<file path="src/rtl/mac_operand_feeder.sv">
// mac_operand_feeder: upstream sequencer for one MAC_pipeline lane.
// Pops paired A/B operands from two streams, issues exactly k_len pairs to the
// pipeline with the seed C_in held steady, then waits for store_valid and
// returns the captured result together with a sticky error flag.
// Optional build macro: DRAIN_TIMEOUT_EN (bounds the wait for store_valid to
// DRAIN_MAX cycles; on expiry the result is 0 with result_err set).
module mac_operand_feeder #(
  parameter int DATA_W    = 64,
  parameter int K_W       = 16,
  parameter int DRAIN_MAX = 64
) (
  input  logic              clk,
  input  logic              rst_n,
  input  logic              start,
  input  logic [K_W-1:0]    k_len,
  input  logic [DATA_W-1:0] c_init,
  input  logic [DATA_W-1:0] a_data,
  input  logic              a_valid,
  output logic              a_ready,
  input  logic [DATA_W-1:0] b_data,
  input  logic              b_valid,
  output logic              b_ready,
  output logic              valid_in,
  output logic [DATA_W-1:0] TA_in,
  output logic [DATA_W-1:0] TB_in,
  output logic [DATA_W-1:0] C_in,
  input  logic [DATA_W-1:0] res_out,
  input  logic              store_valid,
  input  logic              error_flag,
  output logic              busy,
  output logic [DATA_W-1:0] result,
  output logic              result_valid,
  output logic              result_err
);

  typedef enum logic [1:0] {
    IDLE  = 2'd0,
    ISSUE = 2'd1,
    DRAIN = 2'd2,
    DONE  = 2'd3
  } state_t;

  state_t            state_q;
  logic [K_W-1:0]    k_len_q;
  logic [K_W-1:0]    issue_cnt_q;
  logic [K_W-1:0]    issue_cnt_d;
  logic              valid_in_q;
  logic [DATA_W-1:0] ta_q;
  logic [DATA_W-1:0] tb_q;
  logic [DATA_W-1:0] c_in_q;
  logic [DATA_W-1:0] result_q;
  logic              result_valid_q;
  logic              result_err_q;
  logic              pop;

`ifdef DRAIN_TIMEOUT_EN
  localparam int DrainW = (DRAIN_MAX > 1) ? $clog2(DRAIN_MAX) : 1;
  localparam logic [DrainW-1:0] DrainLast = DrainW'(DRAIN_MAX - 1);
  logic [DrainW-1:0] drain_cnt_q;
`endif

  // Both streams pop together, and only while issuing; a lone valid never pops.
  assign pop         = (state_q == ISSUE) && a_valid && b_valid;
  assign a_ready     = pop;
  assign b_ready     = pop;
  // The counter never exceeds k_len-1 before incrementing, so it cannot wrap.
  assign issue_cnt_d = issue_cnt_q + K_W'(1);

  assign busy         = (state_q != IDLE);
  assign valid_in     = valid_in_q;
  assign TA_in        = ta_q;
  assign TB_in        = tb_q;
  assign C_in         = c_in_q;
  assign result       = result_q;
  assign result_valid = result_valid_q;
  assign result_err   = result_err_q;

  // Sequencer FSM with all outputs registered; result_valid defaults low so it pulses once.
  always_ff @(posedge clk or negedge rst_n) begin
    if (!rst_n) begin
      state_q        <= IDLE;
      k_len_q        <= '0;
      issue_cnt_q    <= '0;
      valid_in_q     <= 1'b0;
      ta_q           <= '0;
      tb_q           <= '0;
      c_in_q         <= '0;
      result_q       <= '0;
      result_valid_q <= 1'b0;
      result_err_q   <= 1'b0;
`ifdef DRAIN_TIMEOUT_EN
      drain_cnt_q    <= '0;
`endif
    end else begin
      result_valid_q <= 1'b0;
      case (state_q)
        IDLE: begin
          valid_in_q <= 1'b0;
          ta_q       <= '0;
          tb_q       <= '0;
          if (start) begin
            k_len_q      <= k_len;
            c_in_q       <= c_init;
            issue_cnt_q  <= '0;
            result_err_q <= 1'b0;
            if (k_len == '0) begin
              result_q       <= c_init;
              result_valid_q <= 1'b1;
              state_q        <= DONE;
            end else begin
              state_q <= ISSUE;
            end
          end
        end

        ISSUE: begin
          result_err_q <= result_err_q | error_flag;
          if (pop) begin
            ta_q        <= a_data;
            tb_q        <= b_data;
            valid_in_q  <= 1'b1;
            issue_cnt_q <= issue_cnt_d;
            if (issue_cnt_d == k_len_q) begin
              state_q <= DRAIN;
            end
          end else begin
            ta_q       <= '0;
            tb_q       <= '0;
            valid_in_q <= 1'b0;
          end
        end

        DRAIN: begin
          valid_in_q   <= 1'b0;
          ta_q         <= '0;
          tb_q         <= '0;
          result_err_q <= result_err_q | error_flag;
          if (store_valid) begin
            result_q       <= res_out;
            result_valid_q <= 1'b1;
            state_q        <= DONE;
`ifdef DRAIN_TIMEOUT_EN
            drain_cnt_q    <= '0;
          end else if (drain_cnt_q == DrainLast) begin
            result_q       <= '0;
            result_err_q   <= 1'b1;
            result_valid_q <= 1'b1;
            state_q        <= DONE;
            drain_cnt_q    <= '0;
          end else begin
            drain_cnt_q <= drain_cnt_q + DrainW'(1);
`endif
          end
        end

        DONE: begin
          valid_in_q <= 1'b0;
          state_q    <= IDLE;
        end

        default: state_q <= IDLE;
      endcase
    end
  end

endmodule

</file>
<file path="config.mk">
export PLATFORM = sky130hd
export DESIGN_NAME = mac_operand_feeder
export DESIGN_NICKNAME = d
export VERILOG_FILES = /design/src/rtl/mac_operand_feeder.sv
export SDC_FILE = /design/constraint.sdc
export NUM_CORES = 1
export LEC_CHECK = 0
export BUFFER_PORTS_ARGS = -buffer_cell sky130_fd_sc_hd__buf_2
export CAP_MARGIN = 20
export CELL_PAD_IN_SITES_DETAIL_PLACEMENT = 0
export CELL_PAD_IN_SITES_GLOBAL_PLACEMENT = 2
export CORE_AREA = 2 2 213 215
export DETAILED_ROUTE_END_ITERATION = 7
export DIE_AREA = 0 0 215 217
export PLACE_DENSITY = 0.76
export SLEW_MARGIN = 10
export SYNTH_ARGS = -nofsm -noshare
export SYNTH_HDL_FRONTEND = slang
export SYNTH_SLANG_ARGS = --single-unit
</file>
<file path="constraint.sdc">
create_clock -name clk -period 3 [get_ports clk]
set_input_delay 0.6 -clock clk [delete_from_list [all_inputs] [get_ports clk]]
set_output_delay 0.6 -clock clk [all_outputs]
set_load 0.05 [all_outputs]
</file>
; ---- After elaboration in Yosys (flattened, before gate mapping)
; Index checks and enable logic that the tools add are counted.
[op_classes]
add_sub_neg = 1
multipliers = 0
div_mod_pow = 0
n_lt_le_gt_ge = 0
n_eq_ne = 9
shifts = 0
mux = 25
bitwise_logic = 1
n_reduce_logical = 17
[ops]
columns = operator, count
row1 = $pmux 64 s2, 3
row2 = $mux 64, 5
row3 = $mux 16, 2
row4 = $pmux 16 s2, 1
row5 = $add 16x1->16 const B, 1
row6 = $eq 16x16->1, 1
row7 = $logic_not 16->1, 1
row8 = $mux 2, 5
row9 = $reduce_bool 2->1, 5
row10 = $ne 2x2->1 const B, 4
row11 = $pmux 2 s4, 1
row12 = $reduce_and 4->1, 2
row13 = $pmux 1 s2, 3
row14 = $mux 1, 5
row15 = $eq 2x2->1 const B, 2
row16 = $reduce_and 2->1, 2
row17 = $reduce_or 2->1, 2
row18 = $reduce_and 3->1, 1
row19 = $reduce_or 3->1, 1
row20 = $eq 2x1->1 const B, 1
row21 = $logic_and 1x1->1, 2
row22 = $logic_not 2->1, 1
row23 = $ne 2x1->1 const B, 1
row24 = $or 1x1->1, 1
[totals]
reg_bits = 293
latchBits = 0
mem_bits_rw = 0
mem_bits_ro = 0
memories = 0

; ---- Depth between registers and ports, before layout
; Gate-level depths: netlist of the first run.
[logic_depth]
ltp_word = 5
ltp_mapped = 10

; ---- Worst setup path after synthesis of the first run
; OpenSTA, ideal clock, no wires.
[synth_path]
path_kind = register to register
startpoint = register state_q[1]
endpoint = register state_q[0]
setup_ps = 79
t_arrival_ps = 2615
required_time_ps = 2921
setup_slack_ps = 305
path_stages_with_launch = 11
path_cell_list = dfrtp_1 -> inv_1 -> ha_1 -> nand3_1 -> inv_1 -> nand2_1 -> nor3_1 -> o311ai_0 -> or4_4 -> o31ai_4 -> mux2i_1
[synth_between]
elab_chain_cells = 5
word_cells_on_any_way = 12
classes_between = eq/ne (7) / mux (1) / reduce/logical (4)
[synth_lines]
columns = element, line_no
row1 = start: declaration, 43  ; state_t state_q;
row2 = start signal: assignment, 81  ; state_q <= IDLE;
row3 = start signal: assignment, 109  ; state_q <= DONE;
row4 = start signal: assignment, 111  ; state_q <= ISSUE;
row5 = $eq 2x1->1, 63  ; assign pop = (state_q == ISSUE) && a_valid && b_valid;
row6 = $logic_and 1x1->1 (2 in a row), 63
row7 = net a_ready, 19  ; output logic a_ready,
row8 = $ne 2x2->1 (no source line), -
row9 = $reduce_and 4->1 (no source line), -
; The timed path passes the listed nets, and every way through them passes these cells.
; A chain may end at the register's enable or synchronous reset.

; ---- Worst setup path after layout of the first run
[layout_path]
startpoint = register issue_cnt_q[0]
endpoint = register state_q[0]
[layout_between]
elab_chain_cells = 4
[layout_lines]
columns = element, line_no
row1 = start: declaration, 45  ; logic [K_W-1:0] issue_cnt_q;
row2 = start signal: assignment, 122  ; issue_cnt_q <= issue_cnt_d;
row3 = $add 16x1->16, 67  ; assign issue_cnt_d = issue_cnt_q + K_W'(1);
row4 = $eq 16x16->1, 123  ; if (issue_cnt_d == k_len_q) begin
row5 = $ne 2x1->1 (no source line), -
row6 = $reduce_and 4->1 (no source line), -
row7 = end signal: assignment, 81
row8 = end signal: assignment, 124  ; state_q <= DRAIN;
row9 = end signal: assignment, 141  ; state_q <= DONE;
; No other way between the ends.

==> results of run 1 <==
worst reg2reg max path: cells and delay by family (launching register included):
family / cells / cell delay [ps]
fa+ha+maj: 1 / 300
compound gates: 3 / 620
flops: 1 / 480
simple gates: 3 / 1090
mux: 1 / 210
cell usage after synthesis (2+ instances only):
library cell	count	area (um^2)
dfrtp_1	293	7330
a22o_1	130	1140
nand2_1	87	327
o21ai_0	82	410
mux2_2	80	901
mux2i_1	68	681
clkbuf_1	60	225
nor2_1	19	71.3
xnor2_1	11	96.3
nand3_1	9	45.0
nor4_1	8	50.1
a21oi_1	7	35.0
ha_1	7	87.6
inv_1	7	26.3
xor2_1	7	61.3
buf_2	6	30.0
nand4_1	6	37.5
o31ai_1	6	45.0
nand2b_1	4	25.0
nor3_1	4	20.0
buf_1	3	11.3
and3_1	2	12.5
nand3_4	2	35.0
o22ai_1	2	12.5
area by class of cell:
cell class	instances	area share
inverter	7	0.00158
clock inverter	5	0.00641
sequential	293	0.442
antenna	5	0.000754
timing repair buffer	556	0.176
clock buffer	53	0.0637
multi-input combinational	565	0.264
tap	600	0.0453
per-layer routing:
layer | routed length [um] | vias up | share of wire
met5 | 26 | - | 0.00066
met4 | 1330 | 4 | 0.034
met3 | 3080 | 70 | 0.078
met2 | 19300 | 391 | 0.49
met1 | 15800 | 4561 | 0.40
li1 | - | 4449 | -
report_power, final:
part | switching (mW) | total, mW | internal, mW
Combinational | 6.25 | 8.56 | 2.31
Sequential | 0.636 | 5.78 | 5.15
Clock | 1.63 | 4.31 | 2.67
sequential cells by signal, summed over array words and instances (netlist names):
name          flops
state_q           2
result_err        1
result           64
result_valid      1
k_len_q          16
TB_in            64
valid_in          1
issue_cnt_q      16
C_in             64
TA_in            64
repair_timing:
action                                  4_1_cts  5_1_grt
hold buffers                                  1        0
hold endpoints to repair                     37        0
endpoints found under the setup margin        0        2
resized for setup                             0        2
stage by stage:
stage / area (um^2) / hold WS (ps) / utilization
floorplan: 12000 / 304 / -
global placement: 15400 / 458 / 0.344
detailed placement: 15400 / 464 / 0.344
CTS: 16600 / 247 / 0.371
global route: 16600 / 258 / 0.371
finish: 16600 / 284 / 0.371
path summary, 6_finish.rpt:
path,start,end,slack [ps],cells past startpoint
worst min-delay path,a_data[13],TA_in[13]$_DFFE_PN0P_,280,2
worst max register to register,issue_cnt_q[0]$_DFFE_PN0P_,state_q[0]$_DFFE_PN0P_,240,8
max in group asynchronous,rst_n,TB_in[32]$_DFFE_PN0P_,1640,3
min in group asynchronous,rst_n,TB_in[4]$_DFFE_PN0P_,560,2
worst min register to register,result[33]$_DFFE_PN0P_,result[33]$_DFFE_PN0P_,470,2
worst max-delay path,issue_cnt_q[0]$_DFFE_PN0P_,state_q[0]$_DFFE_PN0P_,240,8
cells by family (layout without fill, tap and decap cells):
family,after synthesis,count (layout),synth area share
other cells,0,5,0
compound gates,241,241,0.148
mux,148,148,0.132
buf+inv,77,621,0.0251
simple gates,150,150,0.0595
fa+ha+maj,7,7,0.00732
flops,293,293,0.613
xor+xnor,19,19,0.0151
==> impl_results.md, run 1 <==
- Met1 Usage GRT: 0.201
- Worst slew pin tran: 1000 ps
- Syn Std Cell Area: 12000 um^2
- TritonCTS buffer count: 35
- Met3 GRT Util: 0.0451
- Crit-path max FO: 6
- Most frequent cells in the layout: buf_2, dfrtp_1, a22o_1, nand2_1, o21ai_0
- CP required: 3450 ps
- CP endpoint kind: flop
- Part of the cycle the worst path needs: 0.921
- Total length of routed wires: 39600 um
- GR Overflow Total: 0
- DRT iter0 DRCs: 543
- Status: completed
- Synth Area per Inst: 12.8 um^2
- Worst skew pair latency: 520 ps
- Mapped Cells: 935
- IO Pins: 541
- CTS tree: yes
- Cells after DPL: 2020
- WP buf/inv: 0
- Setup Crit Path Kind: reg -> reg
- Worst endpoint data arrival time: 3210 ps
- Critical path's slowest cell: or4_4
- Share of layout cells above drive strength 1: 0.472
- Slew HR: 0.331
- Starting Density: 0.268
- Total Routing Usage GR: 0.165
- Cell Pwr Density: roughly 1100 nW/um^2
- FF+latch count, synth: approximately 290
- Max Clock Freq: 362 MHz
- Synth Net Count: 1221
- Max incr delay on CP: 580 ps
- Worst min-delay path category: in -> reg
- Htree depth: 2
- GR peak layer: met2
- Setup TNS Final: 0 ps
- Clock Sinks: approximately 300
- P&R area growth vs syn: 38.6%
- Die Wd: 215 um
- Crit-path leading delay family: simple AND/OR/NAND/NOR gates
- Lkg Pwr: 8.44 nW
- Largest net degree at the start of global routing: 129
- # DRC: 0
- EDFF count, synth: 0
- IO buf count: 540
- Nets@finish: ~1700
- Total number of vias: 9475
- First-pass GRT wire length: ~60000 um
- Critical Path Start Type: flop
- Register area: 7330 um^2
- Area of the core: 44700 um^2
- Number of global-route vias before repair: 9917
- Final setup viols: 0
- Global placement routability congestion: 0.813
- Num rows: 78
- Seq/Total Area, Yosys: 0.613
- Dpl ws: 249 ps
- Worst path cell trace: ha_1 > nand4_1 > nor4_1 > o2bb2ai_1 > o2111ai_1 > or4_4 > o31ai_4 > mux2i_1
- YS warnings: 0
- Root buffer cell: clkbuf_16
- Max-cap check violation count: 0
- Worst vdd ir: 0.575 mV
- Final Hold Violating Endpoints: 0
- Design Power: roughly 19 mW
- Post-CTS Setup Bufs: 0
- Initial antenna violation count: 8
- Post-DRT Antenna Nets: 0
- Multi-input logic area: 4380 um^2
- Final Skew: 9.07 ps
- Netlist cell types: 49
- Routing usage on met2: 0.276
- Commonest non-fill, non-tap cell in the layout: buf_2
- Via density: approximately 4.5
- RSZ-0062 raised after global routing: no
- Ys async rst share: 1.00
- Post-route minimum period: 2760 ps
- Fillers: about 4600
- DR WL/cell: between 15 and 20 um
- Die area: 46700 um^2
- Die Ht: 217 um
- Longest Clk Path Bufs: 3
- Setup WS post-layout: 236 ps
- TritonRoute pass-1 iters: 4
- Ys flop type: dfrtp_1
- Reg clk slew, reported paths: 60 ps
- Hpwl dp: roughly 29000 um
- Final Slew Violations: 0
- Layout Cells excl Fill: 2084
No activity file was read; power rests on OpenSTA's default activity.
==> run 2: changes to the inputs <==
--- a/config.mk
+++ b/config.mk
@@ -12,7 +12,7 @@
 export CORE_AREA = 2 2 213 215
 export DETAILED_ROUTE_END_ITERATION = 7
 export DIE_AREA = 0 0 215 217
-export PLACE_DENSITY = 0.76
+export PLACE_DENSITY_LB_ADDON = 0.1
 export SLEW_MARGIN = 10
 export SYNTH_ARGS = -nofsm -noshare
 export SYNTH_HDL_FRONTEND = slang
==> run 2 against run 1 <==
  * Non-clock buffer count grew 3
  * Critical path type unchanged
  * Count of clock-buffer cells in the layout up 1
  * Maximum frequency is 2.1% lower
  * First-iteration DRC count down 32%
  * Sequential power hardly changed
==> impl_results.md, run 2 (synthesized netlist as in run 1, its figures left out) <==
- Post-DRT Antenna Nets: 0 (unchanged)
- Total number of vias: 9483 (+0.084%)
- Initial antenna violation count: 7 (-1)
- Worst vdd ir: 0.498 mV (-13%)
- Global placement routability congestion: 0.788 (-3.0%)
- Setup WS post-layout: 178 ps (-58.4 ps)
- Cells after DPL: 2024 (+0.20%)
- Post-route minimum period: 2820 ps (+58.4 ps)
- IO buf count: 540 (unchanged)
- Via density: 4.53 (-0.39%)
- CTS tree: yes
- IO Pins: 541 (unchanged)
- Status: completed
- Die Ht: 217 um (unchanged)
- Area of the core: 44700 um^2 (unchanged)
- Area post-placement: 15500 um^2 (+0.44%)
- Worst min-delay path category: in -> async
- Worst slew pin tran: 697 ps (-306 ps)
- Reg clk slew, reported paths: 50 ps (about the same)
- Die area: 46700 um^2 (unchanged)
- Longest Clk Path Bufs: 3 (unchanged)
- Root buffer cell: clkbuf_16
- Total length of routed wires: 43900 um (+11%)
- TritonCTS buffer count: 38 (+8.6%)
- First-pass GRT wire length: 64900 um (+8.6%)
- Final setup viols: 0 (unchanged)
- Final Skew: 16.6 ps (+7.51 ps)
- Number of global-route vias before repair: 10200 (+2.5%)
- Worst R2R Path Depth: 8 (unchanged)
- Setup Crit Path Kind: reg -> reg
- DRT iter0 DRCs: 371 (-32%)
- TritonRoute pass-1 iters: 4 (unchanged)
- Lkg Pwr: 8.52 nW (+1.0%)
- Final Slew Violations: 0 (unchanged)
- Most frequent cells in the layout: buf_2, dfrtp_1, a22o_1, nand2_1, o21ai_0
- Final Hold Violating Endpoints: 0 (unchanged)
- CP required: 3460 ps (about the same)
- Crit-path max FO: 6 (unchanged)
- Register area: 7330 um^2 (unchanged)
- Cell Pwr Density: 1150 nW/um^2 (+1.8%)
- Critical Path Start Type: flop
- Part of the cycle the worst path needs: 0.941 (+0.0195)
- P&R area growth vs syn: 39.9%
- Commonest non-fill, non-tap cell in the layout: buf_2
- CP endpoint kind: flop
- Worst skew pair latency: 550 ps (+30 ps)
- Design Power: 19.2 mW (+2.8%)
- DR WL/cell: 21.0 um (+10%)
- Clock Sinks: 293 (unchanged)
- Slew HR: 0.531 (+0.200)
- Die Wd: 215 um (unchanged)
- Worst endpoint data arrival time: 3280 ps (+70 ps)
- Share of layout cells above drive strength 1: 0.478 (+0.00556)
- Fin area: 16700 um^2 (+0.94%)
- # DRC: 0 (unchanged)
- Dpl ws: 245 ps (-4.20 ps)
- Fillers: 4540 (-0.42%)
- CTS Hold Bufs: 0 (-1)
- Total Routing Usage GR: 0.185 (+0.0196)
- Largest net degree at the start of global routing: 129 (unchanged)
- Starting Density: 0.268 (unchanged)
- Nets@finish: 1750 (+0.34%)
- Max Clock Freq: 354 MHz (-2.1%)
- GR Overflow Total: 0 (unchanged)
- Num rows: 78 (unchanged)
- Hpwl dp: 32100 um (+10%)
- Max-cap check violation count: 0 (unchanged)
- Layout Cells excl Fill: 2094 (+0.48%)
- Htree depth: 2 (unchanged)
- Multi-input logic area: 4380 um^2 (about the same)
==> run 2: cell types whose count changed in the layout (fill, tap and decap cells not counted), moves of 2 or more <==
cell / previous run / this run
inv_6: 0 / 2
clkinv_2: 0 / 4
clkbuf_8: 7 / 10
buf_12: 7 / 10
clkbuf_1: 9 / 6
==> run 2: routing by layer <==
metal / track usage / vias to the layer above / share of wire
met4: 0.0662 / 4 / 0.029
met3: 0.0637 / 77 / 0.086
met2: 0.326 / 376 / 0.50
met1: 0.208 / 4568 / 0.38
li1: - / 4458 / -
met5: 0 / - / 0.00032
==> run 2: worst max-delay path: stages, from the launching register on <==
cell       delay, ps
dfrtp_1          480
ha_1             300
nand4_1          260
nor4_2           310
o2bb2ai_1        150
o2111ai_1        130
or4_4            570
o31ai_4          330
mux2i_1          210
==> run 2: what timing repair did <==
item / in CTS / in global routing
hold endpoints to repair: 0 / 0
resized for setup: 0 / 1
setup buffers: 0 / 0
endpoints found under the setup margin: 0 / 2
==> run 2: worst paths after layout <==
| path | to | slack, ps | startpoint |
|---|---|---|---|
| max | state_q[0]$_DFFE_PN0P_ | 180 | issue_cnt_q[0]$_DFFE_PN0P_ |
| min | result[40]$_DFFE_PN0P_ | 50 | rst_n |
| max reg2reg | state_q[0]$_DFFE_PN0P_ | 180 | issue_cnt_q[0]$_DFFE_PN0P_ |
| min reg2reg | result[21]$_DFFE_PN0P_ | 470 | result[21]$_DFFE_PN0P_ |
| max in group asynchronous | TB_in[16]$_DFFE_PN0P_ | 2150 | rst_n |
| min in group clk | TA_in[16]$_DFFE_PN0P_ | 260 | a_data[16] |
==> run 2: final cells by class <==
type | instances | share of cell area
Antenna cell | 5 | 0.000747
Timing Repair Buffer | 559 | 0.178
Clock inverter | 11 | 0.00904
Multi-Input combinational cell | 565 | 0.261
Clock buffer | 54 | 0.0664
Tap cell | 600 | 0.0448
Sequential cell | 293 | 0.438
Inverter | 7 | 0.00157
==> run 2: power breakdown <==
| part | switching [mW] | internal [mW] |
|---|---|---|
| logic | 6.46 | 2.35 |
| clock network | 1.78 | 2.83 |
| registers | 0.602 | 5.15 |
| total | 8.84 | 10.3 |
==> run 2: through the flow <==
step / hold slack, ps / utilization / TNS [ps]
2_1_floorplan: 304 / - / 0
3_3_place_gp: 458 / 0.346 / 0
3_5_place_dp: 465 / 0.346 / 0
4_1_cts: 52.9 / 0.374 / 0
5_1_grt: 82.2 / 0.374 / -9.92
6_report: 45.4 / 0.375 / 0
==> run 3: changes to the inputs <==
==> constraint.sdc (replaced) <==
create_clock -name clk -period 2.65 [get_ports clk]
set_input_delay 0.53 -clock clk [delete_from_list [all_inputs] [get_ports clk]]
set_output_delay 0.53 -clock clk [all_outputs]
set_load 0.05 [all_outputs]
==> run 3 against run 2 <==
  * Register-to-register slack hardly changed
  * Cell area is 0.69% higher
  * First-iteration DRC count is 32% higher
  * Largest cell class unchanged
  * Sequential power is 14% higher
==> impl_results.md, run 3 (synthesized netlist as in run 1, its figures left out) <==
- Die Wd: 215 um (unchanged)
- Start of the worst register-to-register path: issue_cnt_q[0]$_DFFE_PN0P_
- Most frequent cells in the layout: buf_2, dfrtp_1, a22o_1, nand2_1, o21ai_0
- Hold worst-path end: TA_in[50]$_DFFE_PN0P_
- Max incr delay on CP: 570 ps (about the same)
- Number of global-route vias before repair: 10200 (-0.030%)
- Initial antenna violation count: 12 (+5)
- Reg clk slew, reported paths: 60 ps (about the same)
- DRT iter0 DRCs: 489 (+32%)
- Final Hold Violating Endpoints: 0 (unchanged)
- Crit-path max FO: 6 (unchanged)
- Post-DRT Antenna Nets: 0 (unchanged)
- Num rows: 78 (unchanged)
- Worst path cell trace: ha_2 > nand4_1 > nor4_2 > o2bb2ai_1 > o2111ai_1 > or4_4 > o31ai_4 > mux2i_1
- Cell Pwr Density: 1270 nW/um^2 (+11%)
- Post-route minimum period: 2470 ps (-354 ps)
- Hold Path Depth: 2
- Critical Path Start: issue_cnt_q[0]$_DFFE_PN0P_
- Area of the core: 44700 um^2 (unchanged)
- Die area: 46700 um^2 (unchanged)
- P&R area growth vs syn: 40.9%
- Clock Sinks: 293 (unchanged)
- Nets@finish: 1774 (+1.4%)
- Worst R2R Path Depth: 8 (unchanged)
- Crit-path leading delay family: simple AND/OR/NAND/NOR gates
- RSZ-0062 raised after global routing: no
- Hpwl dp: 32100 um (+0.21%)
- Worst skew pair latency: 530 ps (-20 ps)
- CP required: 3100 ps (-360 ps)
- CTS tree: yes
- Setup TNS Final: 0 ps (unchanged)
- DR WL/cell: 20.5 um (-2.2%)
- GR Overflow Total: 0 (unchanged)
- Worst endpoint data arrival time: 2920 ps (-360 ps)
- Lkg Pwr: 8.59 nW (+0.73%)
- Die Ht: 217 um (unchanged)
- Final Slew Violations: 0 (unchanged)
- # DRC: 0 (unchanged)
- R2R Path End: state_q[0]$_DFFE_PN0P_
- Final setup viols: 0 (unchanged)
- CP endpoint kind: flop
- Global placement routability congestion: 0.809 (+2.7%)
- IO buf count: 540 (unchanged)
- Worst min-delay path category: in -> reg
- Largest net degree at the start of global routing: 129 (unchanged)
- Total Routing Usage GR: 0.185 (about the same)
- Worst R2R Setup Slack: 180 ps (about the same)
- WP buf/inv: 0 (unchanged)
- First-pass GRT wire length: 64900 um (about the same)
- Total length of routed wires: 43500 um (-0.84%)
- Via density: 4.52 (-0.12%)
- Worst vdd ir: 0.726 mV (+46%)
- Htree depth: 2 (unchanged)
- Critical Path Start Type: flop
- Share of layout cells above drive strength 1: 0.487 (+0.00927)
- Setup Crit Path Kind: reg -> reg
- Starting Density: 0.268 (unchanged)
- Max Clock Freq: 405 MHz (+14%)
- Cells after DPL: 2046 (+1.1%)
- TritonRoute pass-1 iters: 6 (+2)
- Part of the cycle the worst path needs: 0.931 (-0.00919)
- Final Skew: 9.15 ps (-7.44 ps)
- Critical path's slowest cell: or4_4
- Status: completed
- Hold wc startpoint: a_data[50]
- Commonest non-fill, non-tap cell in the layout: buf_2
- Max-cap check violation count: 0 (unchanged)
- TritonCTS buffer count: 37 (-2.6%)
- Worst slew pin tran: 735 ps (+37.4 ps)
- Longest Clk Path Bufs: 3 (unchanged)
- Root buffer cell: clkbuf_16
- IO Pins: 541 (unchanged)
- Slew HR: 0.510 (-0.0207)
- Total number of vias: 9603 (+1.3%)
- Layout Cells excl Fill: 2123 (+1.4%)
-- run 3: cell count changes in the layout (fill, tap and decap cells not counted), moves of 3 or more --
cell and change:
buf_4 +26, clkbuf_1 +4, dfrtp_1 -3, dfrtp_2 +3
diode_2 +6
-- run 3: per-stage QoR --
stage	hold slack [ps]	power (mW)	setup WS [ps]	area (um^2)	util
2_1_floorplan	234	13.7	93.1	12000	-
3_3_place_gp	459	16.7	52.0	15600	0.349
3_5_place_dp	465	16.7	47.3	15600	0.349
4_1_cts	165	21.8	32.6	16800	0.376
5_1_grt	177	22.6	15.8	16800	0.377
6_report	211	21.5	182	16900	0.377
-- run 3: how the worst max path moves through the flow --
stage	endpoint	slack (ps)	cells after the start
after floorplan	state_q[0]$_DFFE_PN0P_	90	10
after global placement	state_q[0]$_DFFE_PN0P_	50	8
after detailed placement	state_q[0]$_DFFE_PN0P_	50	8
after CTS	state_q[0]$_DFFE_PN0P_	30	8
after global routing	state_q[0]$_DFFE_PN0P_	20	8
final	state_q[0]$_DFFE_PN0P_	180	8
-- run 3: cell type report --
cell class / instances / area [um^2]
fillers: 4614 / 27800
flip-flops and latches: 293 / 7340
multi-input cells: 565 / 4390
repair buffers: 584 / 3150
clock buffers: 57 / 1110
well taps: 600 / 751
clock inverters: 6 / 66.3
inverters: 7 / 30.0
diodes: 11 / 27.5
-- run 3: where the power goes --
part           leakage, nW  switching [mW]  internal, mW  total, mW
Combinational         4.21            7.28          2.72       10.0
Clock                0.582            1.94          2.97       4.91
Sequential            3.80           0.707          5.83       6.54
Total                 8.59            9.93          11.5       21.5
-- run 3: repair_timing --
| item | CTS | global route |
|---|---|---|
| hold buffers | 1 | 0 |
| endpoints found under the setup margin | 0 | 2 |
| buffers inserted | 0 | 2 |
| gates resized for setup | 0 | 7 |
| hold endpoints to repair | 43 | 0 |
-- run 3: metal layers --
metal,global-route usage,vias to the layer above,part of all wire
met3,0.0635,72,0.087
met1,0.207,4630,0.37
met2,0.320,375,0.51
met4,0.0809,4,0.031
li1,-,4522,-
met5,0,-,0.00048
